**src/rtl/cave_ioctl_pkg.sv**
```systemverilog
// Shared types and constants for the ioctl-to-DDR ROM download path.
package cave_ioctl_pkg;

  localparam logic [7:0]  ROM_INDEX_DEFAULT = 8'd0;
  localparam int unsigned BEAT_BYTES        = 8;

  typedef struct packed {
    logic [31:0]               addr;
    logic [8*BEAT_BYTES-1:0]   data;
    logic [BEAT_BYTES-1:0]     mask;
  } beat_t;

  typedef enum logic [2:0] {IDLE, LOAD, FLUSH, DRAIN, DONE} state_t;

  // Byte address of the beat holding a given 8-byte key; 32-bit wrap is ignored.
  function automatic logic [31:0] beat_addr(input logic [31:0] base, input logic [23:0] key);
    return base + {5'b00000, key, 3'b000};
  endfunction

endpackage

```
**src/rtl/beat_fifo.sv**
```systemverilog
// Synchronous first-word-fall-through FIFO of packed write beats.
module beat_fifo
  import cave_ioctl_pkg::*;
#(
  parameter int unsigned DEPTH = 8
) (
  input  logic                   clk_sys,
  input  logic                   RESET,
  input  logic                   push,
  input  beat_t                  din,
  input  logic                   pop,
  output beat_t                  dout,
  output logic                   full,
  output logic                   empty,
  output logic [$clog2(DEPTH):0] count
);

  localparam int unsigned AW = $clog2(DEPTH);
  localparam int unsigned CW = AW + 1;
  localparam logic [CW-1:0] DepthCnt = CW'(DEPTH);

  beat_t          mem_q [DEPTH];
  logic [AW-1:0]  wr_ptr_q, rd_ptr_q;
  logic [CW-1:0]  count_q;
  logic           do_push, do_pop;

  assign full    = (count_q == DepthCnt);
  assign empty   = (count_q == '0);
  assign count   = count_q;
  assign dout    = mem_q[rd_ptr_q];
  assign do_pop  = pop & ~empty;
  // A full FIFO still takes a push when the head leaves in the same cycle.
  assign do_push = push & (~full | do_pop);

  always_ff @(posedge clk_sys or posedge RESET) begin
    if (RESET) begin
      wr_ptr_q <= '0;
      rd_ptr_q <= '0;
      count_q  <= '0;
    end else begin
      if (do_push) wr_ptr_q <= wr_ptr_q + AW'(1);
      if (do_pop)  rd_ptr_q <= rd_ptr_q + AW'(1);
      if (do_push & ~do_pop)      count_q <= count_q + CW'(1);
      else if (do_pop & ~do_push) count_q <= count_q - CW'(1);
    end
  end

  always_ff @(posedge clk_sys) begin
    if (do_push) mem_q[wr_ptr_q] <= din;
  end

endmodule

```
**src/rtl/ioctl_rom_bridge.sv**
```systemverilog
// Packs 16-bit hps_io download words into 64-bit masked beats and streams them to DDR.
module ioctl_rom_bridge
  import cave_ioctl_pkg::*;
#(
  parameter logic [7:0]  ROM_INDEX  = ROM_INDEX_DEFAULT,
  parameter logic [31:0] BASE_ADDR  = 32'h3000_0000,
  parameter int unsigned FIFO_DEPTH = 8
) (
  input  logic        clk_sys,
  input  logic        RESET,
  input  logic        ioctl_download,
  input  logic [7:0]  ioctl_index,
  input  logic        ioctl_wr,
  input  logic [26:0] ioctl_addr,
  input  logic [15:0] ioctl_dout,
  output logic        ioctl_wait,
  output logic        mem_wr,
  output logic [31:0] mem_addr,
  output logic [63:0] mem_din,
  output logic [7:0]  mem_mask,
  input  logic        mem_wait,
  output logic        busy,
  output logic        done,
  output logic        overflow
);

  localparam int unsigned CW = $clog2(FIFO_DEPTH) + 1;
  localparam logic [CW-1:0] WaitLevel = CW'(FIFO_DEPTH - 2);

  state_t        state_q;
  logic          dl_q, busy_q, done_q, wait_q, overflow_q;
  logic          pk_valid_q, pk_valid_d, pk_pend_q, pk_pend_d;
  logic [23:0]   pk_key_q, pk_key_d;
  logic [63:0]   pk_data_q, pk_data_d;
  logic [7:0]    pk_mask_q, pk_mask_d;

  logic          idx_ok, start, accept_ok, wr_acc, push, mem_pop, drop;
  logic [1:0]    lane;
  logic [23:0]   key;
  beat_t         push_beat, head;
  logic          fifo_full, fifo_empty;
  logic [CW-1:0] fifo_count;
  logic          unused_addr0;

  assign unused_addr0 = ioctl_addr[0];
  assign lane   = ioctl_addr[2:1];
  assign key    = ioctl_addr[26:3];
  assign idx_ok = (ioctl_index == ROM_INDEX);
  assign start  = ioctl_download & ~dl_q & idx_ok;
  // Words are taken in LOAD, or on the very cycle a new download starts.
  assign accept_ok = (state_q == LOAD) | (((state_q == IDLE) | (state_q == DRAIN)) & start);
  assign wr_acc    = ioctl_wr & ioctl_download & idx_ok & accept_ok;

  assign push = pk_valid_q & (pk_pend_q | (wr_acc & (key != pk_key_q)) | (state_q == FLUSH));
  assign push_beat = '{addr: beat_addr(BASE_ADDR, pk_key_q), data: pk_data_q, mask: pk_mask_q};
  assign mem_pop   = ~fifo_empty & ~mem_wait;
  assign drop      = push & fifo_full & ~mem_pop;

  always_comb begin
    pk_valid_d = pk_valid_q;
    pk_pend_d  = pk_pend_q;
    pk_key_d   = pk_key_q;
    pk_data_d  = pk_data_q;
    pk_mask_d  = pk_mask_q;
    if (push) begin
      pk_valid_d = 1'b0;
      pk_pend_d  = 1'b0;
      pk_mask_d  = '0;
    end
    if (wr_acc) begin
      // The outgoing beat (if any) is already captured by push_beat, so start clean.
      if (push | ~pk_valid_q) begin
        pk_data_d = '0;
        pk_mask_d = '0;
      end
      pk_valid_d = 1'b1;
      pk_key_d   = key;
      pk_data_d[{lane, 4'b0000} +: 16] = ioctl_dout;
      pk_mask_d[{lane, 1'b0} +: 2]     = 2'b11;
      if (lane == 2'd3) pk_pend_d = 1'b1;
    end
  end

  always_ff @(posedge clk_sys or posedge RESET) begin
    if (RESET) begin
      state_q    <= IDLE;
      dl_q       <= 1'b0;
      busy_q     <= 1'b0;
      done_q     <= 1'b0;
      wait_q     <= 1'b0;
      overflow_q <= 1'b0;
      pk_valid_q <= 1'b0;
      pk_pend_q  <= 1'b0;
      pk_key_q   <= '0;
      pk_data_q  <= '0;
      pk_mask_q  <= '0;
    end else begin
      dl_q       <= ioctl_download;
      wait_q     <= (fifo_count >= WaitLevel);
      overflow_q <= overflow_q | drop;
      pk_valid_q <= pk_valid_d;
      pk_pend_q  <= pk_pend_d;
      pk_key_q   <= pk_key_d;
      pk_data_q  <= pk_data_d;
      pk_mask_q  <= pk_mask_d;
      done_q     <= 1'b0;
      unique case (state_q)
        IDLE: begin
          if (start) begin
            state_q <= LOAD;
            busy_q  <= 1'b1;
          end
        end
        LOAD:  if (!ioctl_download) state_q <= FLUSH;
        FLUSH: state_q <= DRAIN;
        DRAIN: begin
          if (start) begin
            state_q <= LOAD;
          end else if (fifo_empty) begin
            state_q <= DONE;
            done_q  <= 1'b1;
          end
        end
        DONE: begin
          state_q <= IDLE;
          busy_q  <= 1'b0;
        end
        default: begin
          state_q <= IDLE;
          busy_q  <= 1'b0;
        end
      endcase
    end
  end

  beat_fifo #(
    .DEPTH(FIFO_DEPTH)
  ) u_fifo (
    .clk_sys(clk_sys),
    .RESET  (RESET),
    .push   (push),
    .din    (push_beat),
    .pop    (mem_pop),
    .dout   (head),
    .full   (fifo_full),
    .empty  (fifo_empty),
    .count  (fifo_count)
  );

  assign mem_wr     = ~fifo_empty;
  assign mem_addr   = fifo_empty ? '0 : head.addr;
  assign mem_din    = fifo_empty ? '0 : head.data;
  assign mem_mask   = fifo_empty ? '0 : head.mask;
  assign ioctl_wait = wait_q;
  assign busy       = busy_q;
  assign done       = done_q;
  assign overflow   = overflow_q;

endmodule

```
**config.mk**
```make
export PLATFORM = sky130hd
export DESIGN_NAME = ioctl_rom_bridge
export DESIGN_NICKNAME = d
export VERILOG_FILES = /design/src/rtl/cave_ioctl_pkg.sv /design/src/rtl/beat_fifo.sv /design/src/rtl/ioctl_rom_bridge.sv
export SDC_FILE = /design/constraint.sdc
export NUM_CORES = 1
export LEC_CHECK = 0
export CORE_MARGIN = 2
export CORE_UTILIZATION = 40
export CTS_CLUSTER_SIZE = 16
export DETAILED_ROUTE_END_ITERATION = 10
export MAX_ROUTING_LAYER = met4
export PLACE_DENSITY_LB_ADDON = 0.12
export SYNTH_ARGS = -nofsm -noshare
export SYNTH_HDL_FRONTEND = slang
export SYNTH_HIERARCHICAL = 1
export SYNTH_SLANG_ARGS = --single-unit
```
**constraint.sdc**
```tcl
create_clock -name clk_sys -period 37.3 [get_ports clk_sys]
set_clock_uncertainty 0.2 [all_clocks]
set_input_delay 7.46 -clock clk_sys [delete_from_list [all_inputs] [get_ports clk_sys]]
set_output_delay 7.46 -clock clk_sys [all_outputs]
set_load 0.02 [all_outputs]
```
==> results.cfg, run 1 <==
[global_routing]
grt_pass1_vias = 18590
grt_max_degree = 106
grt_pass1_wl_um = 123500
overflow = 0
grt_usage = 0.1854
antenna_found_initial = 5

[clock_network]
cts_buffers = 98
post_cts_buffers = 0
cts.htree.levels = 3
cts_tree = yes
insertion_delay_ns = 0.65
clockRootBuffer = clkbuf_16
postCtsHoldBufs = 0
clk_pin_slew_worst_paths_ns = 0.06
clockBufferDepth = 3
cts_resized = 0
cts.sinks = 948

[timing]
slew_headroom = 0.1402
timing.final.crit_share = 0.3399
finalSetupTns_ns = 0
fmax_mhz = 78.87
slew_violations = 0
rsz0062_at_grt = no
hold_viol_final = 0
worst_slew_pin_slew_ns = 1.283
post-route-min-period_ns = 12.68
whs_ns = 0.2746
setup_viol_count_final = 0

[job]
cap_viol_max_count = 0

[routing]
vias = 17326
routed_wl_um = 84740
firstDrtPassIters = 5
drtIter0Drc = 1235
via_per_inst = 5.343
drtAntennaViolNets = 0
drc = 0
wl_per_cell_um = 26.13

[yosys]
synth_enable_flop_cells = 832
synth_seq_cells = 948
ys_seq_area_frac = 0.7541
netlist_area_um2 = 36980
syn_area_per_cell_um2 = 21.81
synth.distinct_cells = 55
synth_ff_type = edfxtp_1
synthArstFlopShare = 0.1224
netlist_instances = 1696
ys_warn_count = 6

[final_layout]
area_growth_pct = 17.95
fin_util = 0.4759
nFillCells = 7568
drive_gt1_frac = 0.2718
fin_nets = 2035

[place]
io_buffer_count = 163
finalWeightedCongestion = 0.7064
place_hpwl_um = 44850

[critical_path]
r2r-end = u_fifo/mem_q[1][41]$_DFFE_PP_
crit_required_ns = 29.64
crit_family = buffers and inverters
worstPathCellList = buf_4, buf_4, mux4_2, mux2_2, nor2b_1, clkdlybuf4s50_1
crit_type = reg -> out
max_stage_delay_ns = 1.07
slowest_stage = dfrtp_4
r2r_cells = 8
crit_end = mem_mask[7]
cp-startpoint = u_fifo/rd_ptr_q[1]$_DFFE_PP0P_
critical_path.most_common_cell = buf_4
rrSetupSlack_ns = 32.33
path_max_fanout = 64
end_kind = output pin
cp-start-kind = register
r2r_start = pk_key_q[3]$_DFFE_PP0N_
cp.buffers_inverters = 3
path_depth = 6
worstPathArrival_ns = 5.02

[power]
p_per_area_nw_per_um2 = 69.58
ir_drop_v = 0.00004322
p_leak_nw = 13.33
total_power_w = 0.003035

[floorplanning]
ios = 165
die_h_um = 308.1
die_area_um2 = 94900
fp.coreArea_um2 = 91660
num_rows = 111
start_util = 0.4035
die_x_um = 308.1

[run_status]
status = finished clean

[worst_hold_path]
hold_path.class = reg -> reg
hold_depth = 1
-- kinds of logic after synthesis --
family                   synth area share
multiplexers                       0.1668
flip-flops                         0.7541
AND/OR/NAND/NOR                   0.03001
buffers and inverters             0.01445
other                           0.0002031
XOR/XNOR                         0.007105
AO/OA/AOI/OAI                     0.02375
adder cells (fa/ha/maj)          0.003586
-- final cells by class --
class                      count  area [um^2]  area share
antenna                        4        10.01   0.0002295
clock buffer                 129         2720     0.06236
inverter                      13        53.80    0.001233
sequential                   948        27900      0.6396
timing repair buffer         197         1899     0.04354
tap                         1186         1484     0.03402
multi-input combinational    711         8889      0.2038
clock inverter                55        664.4     0.01523
-- power by group --
part,switching [W],total [W],internal [W]
clock,0.000404,0.00102,0.000611
sequential,0.0000408,0.00119,0.00115
combinational,0.000413,0.000828,0.000415
-- layout by cell type, fill, tap and decap left out, types with 13 or more instances in the layout --
| cell type | n |
|---|---|
| mux2_2 | 130 |
| bufinv_16 | 14 |
| xor2_1 | 25 |
| buf_4 | 33 |
| mux4_2 | 208 |
| conb_1 | 64 |
| clkbuf_1 | 17 |
| clkinv_2 | 21 |
| nor2b_1 | 105 |
| clkbuf_16 | 99 |
| a22o_1 | 70 |
| clkbuf_8 | 13 |
| dfrtp_1 | 113 |
| clkdlybuf4s50_1 | 163 |
| edfxtp_1 | 832 |
-- registers in the layout, indices dropped and copies added, names as in the netlist --
register,cells
ioctl_wait,1
done,1
state_q,3
pk_data_q,64
busy,1
pk_mask_q,8
u_fifo/mem_q,832
dl_q,1
u_fifo/rd_ptr_q,3
pk_valid_q,1
pk_pend_q,1
overflow,1
pk_key_q,24
u_fifo/wr_ptr_q,3
u_fifo/count,4
-- Yosys cell counts, types with 4 or more instances --
cell,count,area (um^2)
edfxtp_1,832,24980
mux4_2,208,4684
mux2_2,130,1464
dfrtp_1,116,2903
nor2b_1,105,656.9
a22o_1,70,613.1
clkbuf_1,36,135.1
xor2_1,25,219.0
buf_2,22,110.1
buf_6,14,157.7
nor2_1,13,48.80
inv_1,12,45.04
nand2_1,12,45.04
ha_1,9,112.6
buf_4,8,60.06
nor3_1,8,40.04
buf_1,6,22.52
xnor2_1,5,43.79
a21oi_1,4,20.02
nand2b_1,4,25.02
nor4_1,4,25.02
nor4_4,4,85.08
o21ai_0,4,20.02
o41ai_2,4,65.06
-- stage by stage --
step / setup slack [ns] / cell area [um^2] / std cells
CTS: 24.46 / 43610 / 3239
finish: 24.62 / 43620 / 3243
global placement: 24.68 / 40220 / 3055
floorplan: 17.33 / 37210 / 1758
global route: 24.36 / 43620 / 3243
detailed placement: 24.67 / 40220 / 3055
-- worst min path at each step --
stage / startpoint / endpoint / slack (ns)
5_1_grt: state_q[2]$_DFFE_PP0P_ / busy$_DFFE_PP0P_ / 0.28
4_1_cts: state_q[2]$_DFFE_PP0P_ / busy$_DFFE_PP0P_ / 0.28
3_5_place_dp: state_q[2]$_DFFE_PP0P_ / busy$_DFFE_PP0P_ / 0.27
6_report: state_q[2]$_DFFE_PP0P_ / busy$_DFFE_PP0P_ / 0.27
3_3_place_gp: state_q[2]$_DFFE_PP0P_ / busy$_DFFE_PP0P_ / 0.24
2_1_floorplan: state_q[2]$_DFFE_PP0P_ / busy$_DFFE_PP0P_ / 0.22
-- layer usage --
layer / global-route usage / wire, um / share of wire
met1: 0.2488 / 37530 / 0.44
met2: 0.2951 / 41490 / 0.49
met3: 0.03436 / 4216 / 0.050
met4: 0.04492 / 1508 / 0.018
met5: - / 0 / 0
Power figures use the tool's default switching activity.
==> run 2, diff against run 1 <==
Clock period 37.3 ns to 11 ns, I/O delays scaled along.
==> results.cfg, run 2 (synthesis results as in run 1) <==
[global_routing]
overflow = 0
antenna_found_initial = 5
grt_pass1_vias = 18557
grt_max_degree = 151
grt_usage = 0.1871
grt_pass1_wl_um = 124300

[critical_path]
cp.buffers_inverters = 2
r2r_cells = 8
crit_type = reg -> out
crit_family = buffers and inverters
end_kind = output pin
r2r-end = u_fifo/mem_q[3][24]$_DFFE_PP_
rrSetupSlack_ns = 6.30
crit_required_ns = 8.60
r2r_start = pk_key_q[3]$_DFFE_PP0N_
max_stage_delay_ns = 1.07
cp-start-kind = register
path_max_fanout = 150
worstPathArrival_ns = 4.21
worstPathCellList = buf_12, mux4_2, mux2_2, nor2b_1, clkdlybuf4s50_1
slowest_stage = dfrtp_4

[worst_hold_path]
hold_depth = 1
hold_path.class = reg -> reg
hp-start = state_q[2]$_DFFE_PP0P_
hold_end = busy$_DFFE_PP0P_

[power]
switching_share = 0.2852
total_power_w = 0.01023
p_per_area_nw_per_um2 = 234.2
p_leak_nw = 13.31
p_int_w = 0.007310
p_clk_frac = 0.330
ir_drop_v = 0.0002320
p_seq_frac = 0.396
power_switching_w = 0.002917
comb_power_share = 0.274

[timing]
setup_viol_count_final = 0
post-route-min-period_ns = 6.613
slew_violations = 0
fin_ws_ns = 4.387
timing.final.crit_share = 0.6012
worst_slew_pin_slew_ns = 1.120
rsz0062_at_grt = no
slew_headroom = 0.2478
finalSetupTns_ns = 0
fmax_mhz = 151.2
hold_viol_final = 0

[final_layout]
multiInputGateArea_um2 = 8904
final_common_cell = edfxtp_1
area_growth_pct = 18.06
fin_nets = 2036
nFillCells = 7680
regArea_um2 = 27900
top_register = u_fifo/mem_q
final_cells = 3247
largestRegisters = u_fifo/mem_q: 832 flops, pk_data_q: 64 flops, pk_key_q: 24 flops
drive_gt1_frac = 0.2713
largest_reg_flops = 832
most-common-layout-cells = edfxtp_1, mux4_2, clkdlybuf4s50_1

[clock_network]
clk_pin_slew_worst_paths_ns = 0.06
clockBufferDepth = 3
post_cts_buffers = 0
cts.htree.levels = 3
clockRootBuffer = clkbuf_16
postCtsHoldBufs = 0
insertion_delay_ns = 0.67
cts.sinks = 948
cts_resized = 0
cts_tree = yes
cts_buffers = 101

[job]
cap_viol_max_count = 0

[routing]
drtIter0Drc = 1081
drtAntennaViolNets = 0
wl_per_cell_um = 26.07
vias = 17325
routed_wl_um = 84660
via_per_inst = 5.336
drc = 0
firstDrtPassIters = 4

[floorplanning]
die_x_um = 308.1
ios = 165
start_util = 0.4035
die_area_um2 = 94900
num_rows = 111
fp.coreArea_um2 = 91660
die_h_um = 308.1

[place]
place_hpwl_um = 43670
io_buffer_count = 163
dp_cells = 3053
post-place-ws_ns = 3.787
finalWeightedCongestion = 0.7012

[run_status]
status = finished clean
[run 2: changes by cell type in the layout (fill, tap and decap cells not counted), moves of 2 or more]
cell	delta
clkbuf_8	+8
buf_4	-7
clkinv_1	-5
buf_12	+5
clkbuf_1	+9
clkinvlp_4	+2
clkbuf_16	+3
bufinv_16	-8
clkinv_2	-3
[run 2: worst register-to-register path, cell delays in order, from the launching register on]
cell and delay, ns:
dfrtp_1 0.51, xor2_1 0.36, nor4_1 0.11, nand2_1 0.53, nor2_1 0.14, o21bai_1 0.39, o211ai_1 0.43, nor2_4 0.90
buf_4 0.72
[run 2: how the worst max path moves through the flow]
stage                                    from  cells past startpoint                       endpoint  slack (ns)
2_1_floorplan                  ioctl_index[4]                      9   u_fifo/mem_q[2][0]$_DFFE_PP_       -0.91
3_3_place_gp                   ioctl_index[3]                      9  u_fifo/mem_q[3][32]$_DFFE_PP_        3.83
3_5_place_dp                   ioctl_index[2]                      9  u_fifo/mem_q[3][31]$_DFFE_PP_        3.79
4_1_cts        u_fifo/rd_ptr_q[1]$_DFFE_PP0P_                      5                    mem_din[51]        4.24
5_1_grt        u_fifo/rd_ptr_q[1]$_DFFE_PP0P_                      5                     mem_din[0]        4.14
6_report       u_fifo/rd_ptr_q[1]$_DFFE_PP0P_                      5                    mem_din[51]        4.39
[run 2: per-stage QoR]
stage / hold slack, ns / area (um^2) / util
5_1_grt: 0.2758 / 43660 / 0.4763
2_1_floorplan: 0.2163 / 37230 / -
3_5_place_dp: 0.2412 / 40290 / 0.4395
4_1_cts: 0.2515 / 43650 / 0.4762
6_report: 0.2505 / 43660 / 0.4763
3_3_place_gp: 0.2389 / 40290 / 0.4395
[run 2: power by group through the flow]
| stage | Clock, W | Combinational (W) | Sequential [W] |
|---|---|---|---|
| after global placement | 0 | 0.00288 | 0.00413 |
| after CTS | 0.00346 | 0.00289 | 0.00405 |
| after global routing | 0.00360 | 0.00301 | 0.00406 |
| after detailed placement | 0 | 0.00288 | 0.00413 |
| after floorplan | 0 | 0.00191 | 0.00400 |
| final | 0.00337 | 0.00281 | 0.00405 |
[run 2: cell type report]
class | instances | area share
Clock buffer | 149 | 0.06731
Sequential cell | 948 | 0.6390
Clock inverter | 41 | 0.009772
Inverter | 13 | 0.001232
Multi-Input combinational cell | 711 | 0.2039
Tap cell | 1186 | 0.03399
Antenna cell | 4 | 0.0002293
Timing Repair Buffer | 195 | 0.04459
[run 2: routing by layer]
metal / routed length (um) / GRT usage / vias up
li1: - / - / 7473
met1: 36770 / 0.2473 / 9322
met2: 42180 / 0.3048 / 412
met3: 4253 / 0.03401 / 118
met4: 1449 / 0.03993 / 0
met5: 0 / - / -
==> run 3, diff against run 2 <==
Clock period 11 ns to 5.87 ns, I/O delays scaled along.
==> results.cfg, run 3 (synthesis results as in run 1) <==
[floorplanning]
die_h_um = 308.1
fp.coreArea_um2 = 91660
ios = 165
die_area_um2 = 94900
die_x_um = 308.1
start_util = 0.4035
num_rows = 111

[timing]
hold_viol_final = 0
fmax_mhz = 207.3
slew_headroom = 0.2453
rsz0062_at_grt = no
setup_viol_count_final = 0
whs_ns = 0.2514
worst_slew_pin_slew_ns = 1.128
finalSetupTns_ns = 0
post-route-min-period_ns = 4.824
slew_violations = 0
timing.final.crit_share = 0.8218
fin_ws_ns = 1.046

[critical_path]
r2r_cells = 13
cp-start-kind = register
rrSetupSlack_ns = 1.98
r2r_start = pk_key_q[19]$_DFFE_PP0N_
crit_required_ns = 4.50
worstPathArrival_ns = 3.45
path_max_fanout = 26
crit_type = reg -> out
r2r-end = u_fifo/count[3]$_DFFE_PP0P_
end_kind = output pin

[final_layout]
nFillCells = 7545
final_common_cell = edfxtp_1
largest_reg_flops = 832
drive_gt1_frac = 0.2702
final_cell_area_um2 = 43960
top_register = u_fifo/mem_q
area_growth_pct = 18.88
most-common-layout-cells = edfxtp_1, mux4_2, clkdlybuf4s50_1
largestRegisters = u_fifo/mem_q: 832 flops, pk_data_q: 64 flops, pk_key_q: 24 flops
fin_nets = 2040

[routing]
drtIter0Drc = 1206
drc = 0
via_per_inst = 5.327
firstDrtPassIters = 5
routed_wl_um = 84280
vias = 17308
drtAntennaViolNets = 0
wl_per_cell_um = 25.94

[place]
io_buffer_count = 163
place_hpwl_um = 45190
place_area_um2 = 40610
post-place-ws_ns = 0.8588
finalWeightedCongestion = 0.7457

[global_routing]
overflow = 0
antenna_found_initial = 5
grt_pass1_wl_um = 124400
grt_pass1_vias = 18665
grt_max_degree = 92
grt_usage = 0.1863

[power]
p_leak_nw = 13.46
total_power_w = 0.01926
ir_drop_v = 0.0002616
p_per_area_nw_per_um2 = 438.2

[worst_hold_path]
hp-start = state_q[2]$_DFFE_PP0P_
hold_depth = 1
hold_end = busy$_DFFE_PP0P_
hold_path.class = reg -> reg

[clock_network]
insertion_delay_ns = 0.64
cts_buffers = 99
postCtsHoldBufs = 0
cts_resized = 0
clk_pin_slew_worst_paths_ns = 0.06
cts.sinks = 948
cts.htree.levels = 3
clockBufferDepth = 3
post_cts_buffers = 0
cts_tree = yes
clockRootBuffer = clkbuf_16

[run_status]
status = finished clean

[job]
cap_viol_max_count = 0
-- run 3: critical path, stage by stage (launching register included) --
cell and delay [ns]:
dfrtp_4 0.61, buf_4 0.53, mux4_2 0.58, mux2_2 0.27, nor2b_1 0.13, clkdlybuf4s50_1 0.67
-- run 3: per-layer routing --
| layer | track usage | wire, um |
|---|---|---|
| met5 | - | 0 |
| met2 | 0.2920 | 40670 |
| met3 | 0.04645 | 4860 |
| met4 | 0.04515 | 1819 |
| met1 | 0.2457 | 36920 |
-- run 3: how the worst max path moves through the flow --
| stage | from | end | slack (ns) |
|---|---|---|---|
| after floorplan | ioctl_index[7] | u_fifo/mem_q[0][0]$_DFFE_PP_ | -0.67 |
| after global placement | ioctl_addr[6] | u_fifo/mem_q[3][84]$_DFFE_PP_ | 0.88 |
| after detailed placement | ioctl_download | u_fifo/mem_q[3][85]$_DFFE_PP_ | 0.86 |
| after global routing | u_fifo/rd_ptr_q[0]$_DFFE_PP0P_ | mem_din[0] | 0.80 |
| after CTS | u_fifo/rd_ptr_q[0]$_DFFE_PP0P_ | mem_din[0] | 0.92 |
| final | u_fifo/rd_ptr_q[0]$_DFFE_PP0P_ | mem_din[0] | 1.05 |
-- run 3: area by class of cell --
class	count	area [um^2]	share of cell area
timing repair buffer	201	2217	0.05043
clock inverter	44	548.0	0.01247
clock buffer	141	2796	0.06361
tap	1186	1484	0.03375
antenna	5	12.51	0.0002846
inverter	13	53.80	0.001224
sequential	948	27900	0.6346
multi-input combinational	711	8955	0.2037
-- run 3: per-stage QoR --
step	std cells	utilization
after detailed placement	3059	0.4430
after CTS	3244	0.4795
after global routing	3249	0.4796
after global placement	3059	0.4430
final	3249	0.4796
after floorplan	1758	-
-- run 3: report_power, final --
part	switching (W)	internal (W)
sequential	0.000231	0.00732
clock	0.00250	0.00384
combinational	0.00268	0.00270
